===== config.mk =====
export PLATFORM = sky130hd
export DESIGN_NAME = decimator
export DESIGN_NICKNAME = d
export VERILOG_FILES = /design/src/rtl/decimator.sv
export SDC_FILE = /design/constraint.sdc
export NUM_CORES = 1
export LEC_CHECK = 0
export ABC_CLOCK_PERIOD_IN_PS = 3900
export CORE_MARGIN = 4
export CORE_UTILIZATION = 45
export CTS_BUF_LIST = sky130_fd_sc_hd__clkbuf_4 sky130_fd_sc_hd__clkbuf_8
export CTS_CLUSTER_SIZE = 24
export DETAILED_ROUTE_END_ITERATION = 16
export PLACE_DENSITY = 0.86
export SYNTH_ARGS = -nofsm -noshare
export SYNTH_HDL_FRONTEND = slang
export SYNTH_SLANG_ARGS = --single-unit

===== constraint.sdc =====
create_clock -name clk -period 3.9 [get_ports clk]
set_clock_uncertainty 0.2 [all_clocks]
set_input_delay 0.585 -clock clk [delete_from_list [all_inputs] [get_ports clk]]
set_output_delay 0.585 -clock clk [all_outputs]
set_load 0.02 [all_outputs]

===== src/rtl/decimator.sv =====
//----------------------------------------------------------------------------
// decimator
//
// Programmable integer down-sampler placed after the FIR filter stage. Of
// every `factor` valid input samples it keeps the first one and drops the
// rest. The factor is loaded at run time through the shared message bus:
// a header word addressed to ID followed by a data word carrying the new
// factor. All message words are forwarded, one cycle late, to the next block
// in the daisy chain, including the words this block consumes.
//
// Ports
//   clk          clock
//   rst_n        asynchronous active-low reset
//   in_data      input sample (filter output), passed through untouched
//   in_nd        in_data valid this cycle
//   in_m         sideband meta bits travelling with in_data
//   in_msg       message word (MSB=1 header, MSB=0 data)
//   in_msg_nd    in_msg valid this cycle
//   out_data     last kept sample (holds while out_nd=0)
//   out_nd       one-cycle pulse per kept sample
//   out_m        meta bits of the last kept sample
//   out_msg      in_msg delayed by one cycle
//   out_msg_nd   in_msg_nd delayed by one cycle
//   error        sticky configuration error, cleared only by reset
//----------------------------------------------------------------------------
`ifndef MSG_WIDTH
`define MSG_WIDTH 32
`endif

module decimator #(
   parameter int          WIDTH       = 32,
   parameter int          MWIDTH      = 1,
   parameter int          MAXDEC      = 16,
   parameter int          DEFAULT_DEC = 1,
   parameter logic [7:0]  ID          = 8'd0
) (
   input  logic                   clk,
   input  logic                   rst_n,
   input  logic [WIDTH-1:0]       in_data,
   input  logic                   in_nd,
   input  logic [MWIDTH-1:0]      in_m,
   input  logic [`MSG_WIDTH-1:0]  in_msg,
   input  logic                   in_msg_nd,
   output logic [WIDTH-1:0]       out_data,
   output logic                   out_nd,
   output logic [MWIDTH-1:0]      out_m,
   output logic [`MSG_WIDTH-1:0]  out_msg,
   output logic                   out_msg_nd,
   output logic                   error
);

   // Phase only counts 0..MAXDEC-1; the factor register must hold MAXDEC itself.
   localparam int PW = (MAXDEC > 1) ? $clog2(MAXDEC) : 1;
   localparam int FW = $clog2(MAXDEC + 1);
   localparam int VW = `MSG_WIDTH - 1;

   localparam logic [FW-1:0] DEF_FACTOR = FW'(DEFAULT_DEC);
   localparam logic [VW-1:0] MAX_VALUE  = VW'(MAXDEC);

   typedef enum logic {
      ST_IDLE,
      ST_WAIT_VAL
   } msg_state_t;

   // -------------------------------------------------------------------------
   // State
   // -------------------------------------------------------------------------
   msg_state_t               r_state;
   logic [FW-1:0]            r_factor;
   logic [PW-1:0]            r_phase;
   logic                     r_error;
   logic [WIDTH-1:0]         r_out_data;
   logic                     r_out_nd;
   logic [MWIDTH-1:0]        r_out_m;
   logic [`MSG_WIDTH-1:0]    r_out_msg;
   logic                     r_out_msg_nd;

   // -------------------------------------------------------------------------
   // Message decode
   // -------------------------------------------------------------------------
   logic                     w_is_hdr;
   logic                     w_id_hit;
   logic [VW-1:0]            w_value;
   logic                     w_value_ok;

   assign w_is_hdr   = in_msg[`MSG_WIDTH-1];
   assign w_id_hit   = (in_msg[7:0] == ID);
   assign w_value    = in_msg[VW-1:0];
   assign w_value_ok = (w_value != '0) && (w_value <= MAX_VALUE);

   msg_state_t               w_state_nxt;
   logic                     w_load;
   logic                     w_err_set;

   // NOTE: every signal written here gets a default first, so no path through
   // the case statement leaves one unassigned and infers a latch.
   always_comb begin
      w_state_nxt = r_state;
      w_load      = 1'b0;
      w_err_set   = 1'b0;
      if (in_msg_nd) begin
         case (r_state)
            ST_IDLE: begin
               if (w_is_hdr && w_id_hit) begin
                  w_state_nxt = ST_WAIT_VAL;
               end
            end
            ST_WAIT_VAL: begin
               if (w_is_hdr) begin
                  // Header arrived where a value was expected. A fresh header
                  // for us restarts the wait; any other header abandons it.
                  w_err_set   = 1'b1;
                  w_state_nxt = w_id_hit ? ST_WAIT_VAL : ST_IDLE;
               end else begin
                  if (w_value_ok) begin
                     w_load = 1'b1;
                  end else begin
                     w_err_set = 1'b1;
                  end
                  w_state_nxt = ST_IDLE;
               end
            end
         endcase
      end
   end

   // NOTE: sequential state uses non-blocking assignments only, so every
   // register in this block samples the pre-edge values of the others.
   always_ff @(posedge clk or negedge rst_n) begin
      if (!rst_n) begin
         r_state  <= ST_IDLE;
         r_factor <= DEF_FACTOR;
         r_error  <= 1'b0;
      end else begin
         r_state <= w_state_nxt;
         if (w_load) begin
            r_factor <= FW'(w_value);
         end
         if (w_err_set) begin
            r_error <= 1'b1;
         end
      end
   end

   // -------------------------------------------------------------------------
   // Sample path
   // -------------------------------------------------------------------------
   logic                     w_keep;
   logic                     w_phase_wrap;

   // A sample is judged against the phase/factor in force before this edge;
   // a factor load on the same edge only affects what follows.
   assign w_keep       = in_nd && (r_phase == '0);
   assign w_phase_wrap = (FW'(r_phase) == (r_factor - FW'(1)));

   // NOTE: the output data registers are reset as well, because the reset
   // value of out_data/out_m is observable and must be zero.
   always_ff @(posedge clk or negedge rst_n) begin
      if (!rst_n) begin
         r_phase    <= '0;
         r_out_nd   <= 1'b0;
         r_out_data <= '0;
         r_out_m    <= '0;
      end else begin
         r_out_nd <= w_keep;
         if (w_keep) begin
            r_out_data <= in_data;
            r_out_m    <= in_m;
         end
         // A factor load restarts the phase so the next valid sample is kept.
         if (w_load) begin
            r_phase <= '0;
         end else if (in_nd) begin
            r_phase <= w_phase_wrap ? '0 : (r_phase + PW'(1));
         end
      end
   end

   // -------------------------------------------------------------------------
   // Message forwarding: unconditional one-cycle delay of the whole bus
   // -------------------------------------------------------------------------
   always_ff @(posedge clk or negedge rst_n) begin
      if (!rst_n) begin
         r_out_msg    <= '0;
         r_out_msg_nd <= 1'b0;
      end else begin
         r_out_msg    <= in_msg;
         r_out_msg_nd <= in_msg_nd;
      end
   end

   assign out_data   = r_out_data;
   assign out_nd     = r_out_nd;
   assign out_m      = r_out_m;
   assign out_msg    = r_out_msg;
   assign out_msg_nd = r_out_msg_nd;
   assign error      = r_error;

endmodule

Yosys cells after proc, flatten, opt, wreduce, memory -nomap -nowiden
Cells that the tools add are included.
{ "op_classes": {"addsub": 2, "magnitude_cmp": 1, "eq_ne": 1, "muxes": 15, "n_bitwise": 1, "reduce_logical": 7} }
{ "ops": {"columns": ["operator", "n"], "rows": [
  ["<= comparator 31 x 5 -> 1 bit (second input constant)", 1],
  ["nonzero test 31 bit", 1],
  ["2-to-1 mux 4 bit", 3],
  ["2-to-1 mux 1 bit", 11],
  ["logical NOT 8 bit", 1],
  ["== test 4 x 5 -> 1 bit", 1],
  ["subtractor 5 x 1 -> 5 bit (second input constant)", 1],
  ["adder 4 x 1 -> 4 bit (second input constant)", 1],
  ["logical NOT 4 bit", 1],
  ["logical AND 1 bit", 3],
  ["one-hot mux 1 bit (2 select lines)", 1],
  ["nonzero test 2 bit", 1],
  ["inverter 1 bit", 1]
]} }
{ "word_totals": {"reg_bits": 78, "input_bits": 69, "out_inout_bits": 68} }

Depth between registers and ports, before layout
{ "logic_depth": {"depth_word": 7, "depth_mapped": 7, "depth_no_buf": 7} }

Worst setup path before layout
Ideal clock, no wire load.
{ "synth_timing": {"path_type": "input port to flip-flop", "startpoint": "input in_msg[1]", "endpoint": "register r_factor[1]", "setup_time_ns": 0.125, "t_arrival_ns": 2.094, "t_required_ns": 3.575, "path_slack_ns": 1.481, "path_stages": 6, "path_buffers": 1, "path_cell_list": "nor4_1 > xor2_1 > or4_1 > or2_1 > buf_6 > mux2_4"} }
{ "synth_between": {"elab_chain_cells": 6, "word_cells_on_any_way": 7, "cone_classes": "order compare: 1; mux: 4; reduce/logical: 2"} }
{ "synth_lines": {"columns": ["item", "line", "rtl"], "rows": [
  ["start, declared", "42", "input logic [`MSG_WIDTH-1:0] in_msg,"],
  ["<= comparator 31 x 5 -> 1 bit or nonzero test 31 bit (tied branches)", "89", "assign w_value_ok = (w_value != '0) && (w_value <= MAX_VALUE);"],
  ["logical AND 1 bit", "89", null],
  ["2-to-1 mux 1 bit", "115", "if (w_value_ok) begin"],
  ["2-to-1 mux 1 bit", "109", "if (w_is_hdr) begin"],
  ["2-to-1 mux 1 bit", "102", "case (r_state)"],
  ["2-to-1 mux 1 bit", "101", "if (in_msg_nd) begin"],
  ["end signal, assigned", "137", "r_factor <= FW'(w_value);"],
  ["end, declared", "69", "logic [FW-1:0] r_factor;"]
]} }
Several ways; a longest one is shown, not always the timed one.
A chain may end at the register's enable or synchronous reset.

Worst setup path in the final report
{ "layout_timing": {"startpoint": "input in_msg[1]", "endpoint": "register r_factor[2]"} }
{ "layout_between": {"elab_chain_cells": 6, "word_cells_on_any_way": 7, "cone_classes": "order compare: 1; mux: 4; reduce/logical: 2"} }
{ "layout_lines": {"columns": ["item", "line"], "rows": [
  ["<= comparator 31 x 5 -> 1 bit or nonzero test 31 bit (tied branches)", "89"],
  ["logical AND 1 bit (*)", "89"],
  ["2-to-1 mux 1 bit (*)", "115"],
  ["2-to-1 mux 1 bit (*)", "109"],
  ["2-to-1 mux 1 bit (*)", "102"],
  ["2-to-1 mux 1 bit (*)", "101"]
]} }
Mark *: on every way between the ends. The rest lies on a longest branch, timed or not.

==> run summary <==
Wire length of the first global-routing pass -> 10100 um
Total Die Area -> 7480 um^2
Minimum clock period -> 2.76 ns
Net count, final -> 384
Post-route ant nets -> 0
Number of global-route vias before repair -> 2055
Post-detailed-placement cell area -> 4220 um^2
Number of antenna violations at the first check in global routing -> 0
Hold_ws -> 0.177 ns
Number of library cell types mapped by synthesis -> 27
Congestion Overflow GR -> 0
Power density over the cells -> 648 nW/um^2
Kind of critical path -> in -> reg
Headroom to the max-slew limit -> 37.1%
Area delta synth->final -> 61.5%
Vertical die dimension -> 86.5 um
Layout Cell Area excl Fill -> 4480 um^2
GPL Wtd Cong -> 0.713
Worst setup slack after layout -> 1.14 ns
Count of final max-slew check failures -> 0
Effective utilization at floorplan -> 46.6%
Antenna cells -> 0
Final Hold Violating Endpoints -> 0
Final core utilization -> 75.2%
Area of the core region -> 5960 um^2
Hold buffer count at cts -> 0
Largest driver fanout on the critical path -> 5
Count of boundary I/O pins -> 137
Synthesized instance count -> 169
Fillers -> 390
Count of standard-cell rows -> 28
Sequential fraction of the synthesis area -> 70.4%
Number of clock sinks -> 78
Non-filler instance count after layout -> 392
Post-synth design cell area -> 2770 um^2
Leak Pwr -> 1.91 nW
# Max-Cap Violations -> 0
Max frequency -> 362 MHz
Portion of the clock cycle consumed by the worst path in the final layout -> 70.7%
Via density -> 4.84
Setup Total Neg Slack -> 0 ns
H-tree Lvls -> 3
Clock latency of the later-clocked register in the worst-skew pair -> 0.33 ns
Worst path arrival time -> 2.78 ns
Count of input and output buffers -> 136
Average wire per cell in the routed design -> 16.1 um
Number of vias after detailed routing -> 1896
Placed insts -> 376
CTS Buffer Depth -> 2
Endpoint type of the worst setup path -> register
Fraction of final layout cells sized beyond drive strength 1 -> 19.6%
Category of the worst setup path launch point -> input port
1st-pass router iterations -> 4
Flop and latch count out of synthesis -> 78
Post-CTS setup buffers -> 0
Mean cell area of the mapped netlist -> 16.4 um^2
Number of warnings printed during yosys synthesis -> 0
Setup-violating endpoint count in the final report -> 0
Endpoint required time on the critical path -> 3.92 ns
Number of gates resized after CTS -> 0
GRT Resource Usage Total -> 17.9%
PnR Total Power -> 2.90 mW
DP Wirelength -> 4780 um
Clk Tree Root Cell -> sky130_fd_sc_hd__clkbuf_8
Post-CTS clock slew at the launch and capture registers of the worst setup and hold paths -> 0.07 ns
Drt total wl -> 6320 um
Run status -> finished clean
Type of the most critical hold path -> in -> async
Post-detailed-route DRC marker count -> 0
Number of buffers added by the clock tree synthesis step -> 9
IR Drop Worst-Case VDD -> 473 uV
Number of design-rule violations left by the first detailed-router iteration -> 33
Largest net degree at the start of global routing -> 79
Post-Synthesis Net Count -> 241
Worst setup timing slack at the placement stage -> 0.789 ns
Transition time at the pin with the least slew margin -> 0.944 ns
Unrepaired setup endpoints after global routing -> no
Horiz. Die Dim -> 86.5 um
Clock tree from TritonCTS -> yes
-- layout by cell type, fill, tap and decap left out, types with 3 or more instances in the layout --
master                              n
sky130_fd_sc_hd__xnor2_1            5
sky130_fd_sc_hd__ha_1               3
sky130_fd_sc_hd__nor2_1             4
sky130_fd_sc_hd__nand2_1            4
sky130_fd_sc_hd__nor4_1             5
sky130_fd_sc_hd__clkdlybuf4s50_1  135
sky130_fd_sc_hd__mux2_2            34
sky130_fd_sc_hd__xor2_1             6
sky130_fd_sc_hd__bufinv_16          3
sky130_fd_sc_hd__mux2_4             5
sky130_fd_sc_hd__inv_1              4
sky130_fd_sc_hd__clkbuf_8          11
sky130_fd_sc_hd__dfrtp_1           77
-- final cells by class --
type                       count  area, um^2  area share [%]
timing repair buffer         137        1370            30.5
tap                           75        93.8            2.10
multi-input combinational     82         792            17.7
clock inverter                 3        90.1            2.01
sequential                    78        1950            43.6
inverter                       4        15.0           0.335
clock buffer                  13         166            3.72
-- worst paths after layout --
path | startpoint | endpoint | slack [ns] | cells after the start
min | rst_n | out_data[0] | 0.18 | 1
min reg2reg | error | error | 0.30 | 1
max | in_msg[1] | r_factor[2] | 1.14 | 6
max reg2reg | r_factor[0] | r_phase[3] | 1.68 | 7
max in group asynchronous | rst_n | out_msg[10] | 2.69 | 1
min in group clk | error | error | 0.30 | 1
-- sequential cells by signal, indices dropped and copies added (netlist names) --
signal      cells
r_phase         4
r_state         1
out_msg_nd      1
out_data       32
out_msg        32
error           1
r_factor        5
out_m           1
out_nd          1
-- layer usage --
layer	track usage, %	wire length [um]	vias to the layer above
met1	19.0	2270	916
met3	7.89	774	13
met4	7.51	133	0
met5	0	0	-
met2	30.8	3140	95
li1	-	-	872
-- worst max-delay path: stages --
cell	delay, ns
sky130_fd_sc_hd__clkdlybuf4s50_1	0.45
sky130_fd_sc_hd__nor4_1	0.46
sky130_fd_sc_hd__xor2_1	0.11
sky130_fd_sc_hd__or4_1	0.47
sky130_fd_sc_hd__or2_1	0.36
sky130_fd_sc_hd__mux2_4	0.34
-- Yosys cell counts, drive strengths merged --
| cell | instances | share of area, % |
|---|---|---|
| or2 | 1 | 0.23 |
| ha | 3 | 1.4 |
| clkbuf | 1 | 0.14 |
| mux2i | 1 | 0.36 |
| nor4 | 7 | 2.0 |
| xnor2 | 5 | 1.6 |
| dfstp | 1 | 0.95 |
| nor3b | 1 | 0.27 |
| mux2 | 39 | 17 |
| nand3 | 2 | 0.36 |
| nor3 | 2 | 0.36 |
| buf | 4 | 0.86 |
| dfrtp | 77 | 69 |
| xor2 | 6 | 1.9 |
| nand2 | 4 | 0.54 |
| and4b | 1 | 0.36 |
| o21ai | 1 | 0.18 |
| nor4bb | 1 | 0.36 |
| inv | 4 | 0.54 |
| or4 | 2 | 0.54 |
| nor2 | 4 | 0.54 |
| a31o | 1 | 0.32 |
| nand4 | 1 | 0.23 |
-- logic make-up after synthesis --
family	Yosys count	share of synthesized area (%)
DFF	78	70.4
muxes	40	16.9
and+or+nand+nor	26	5.82
xor gates and xnor gates	11	3.47
buffers and inverters	9	1.53
adders and majority gates	3	1.35
AOI/OAI and AO/OA	2	0.496
-- power breakdown --
part | switching [mW] | leakage [nW] | internal [mW] | total [mW]
combinational | 0.452 | 0.838 | 0.568 | 1.02
clock | 0.263 | 0.131 | 0.475 | 0.738
sequential | 0.124 | 0.940 | 1.02 | 1.14
total | 0.839 | 1.91 | 2.06 | 2.90
No activity file was read; power rests on OpenSTA's default activity.
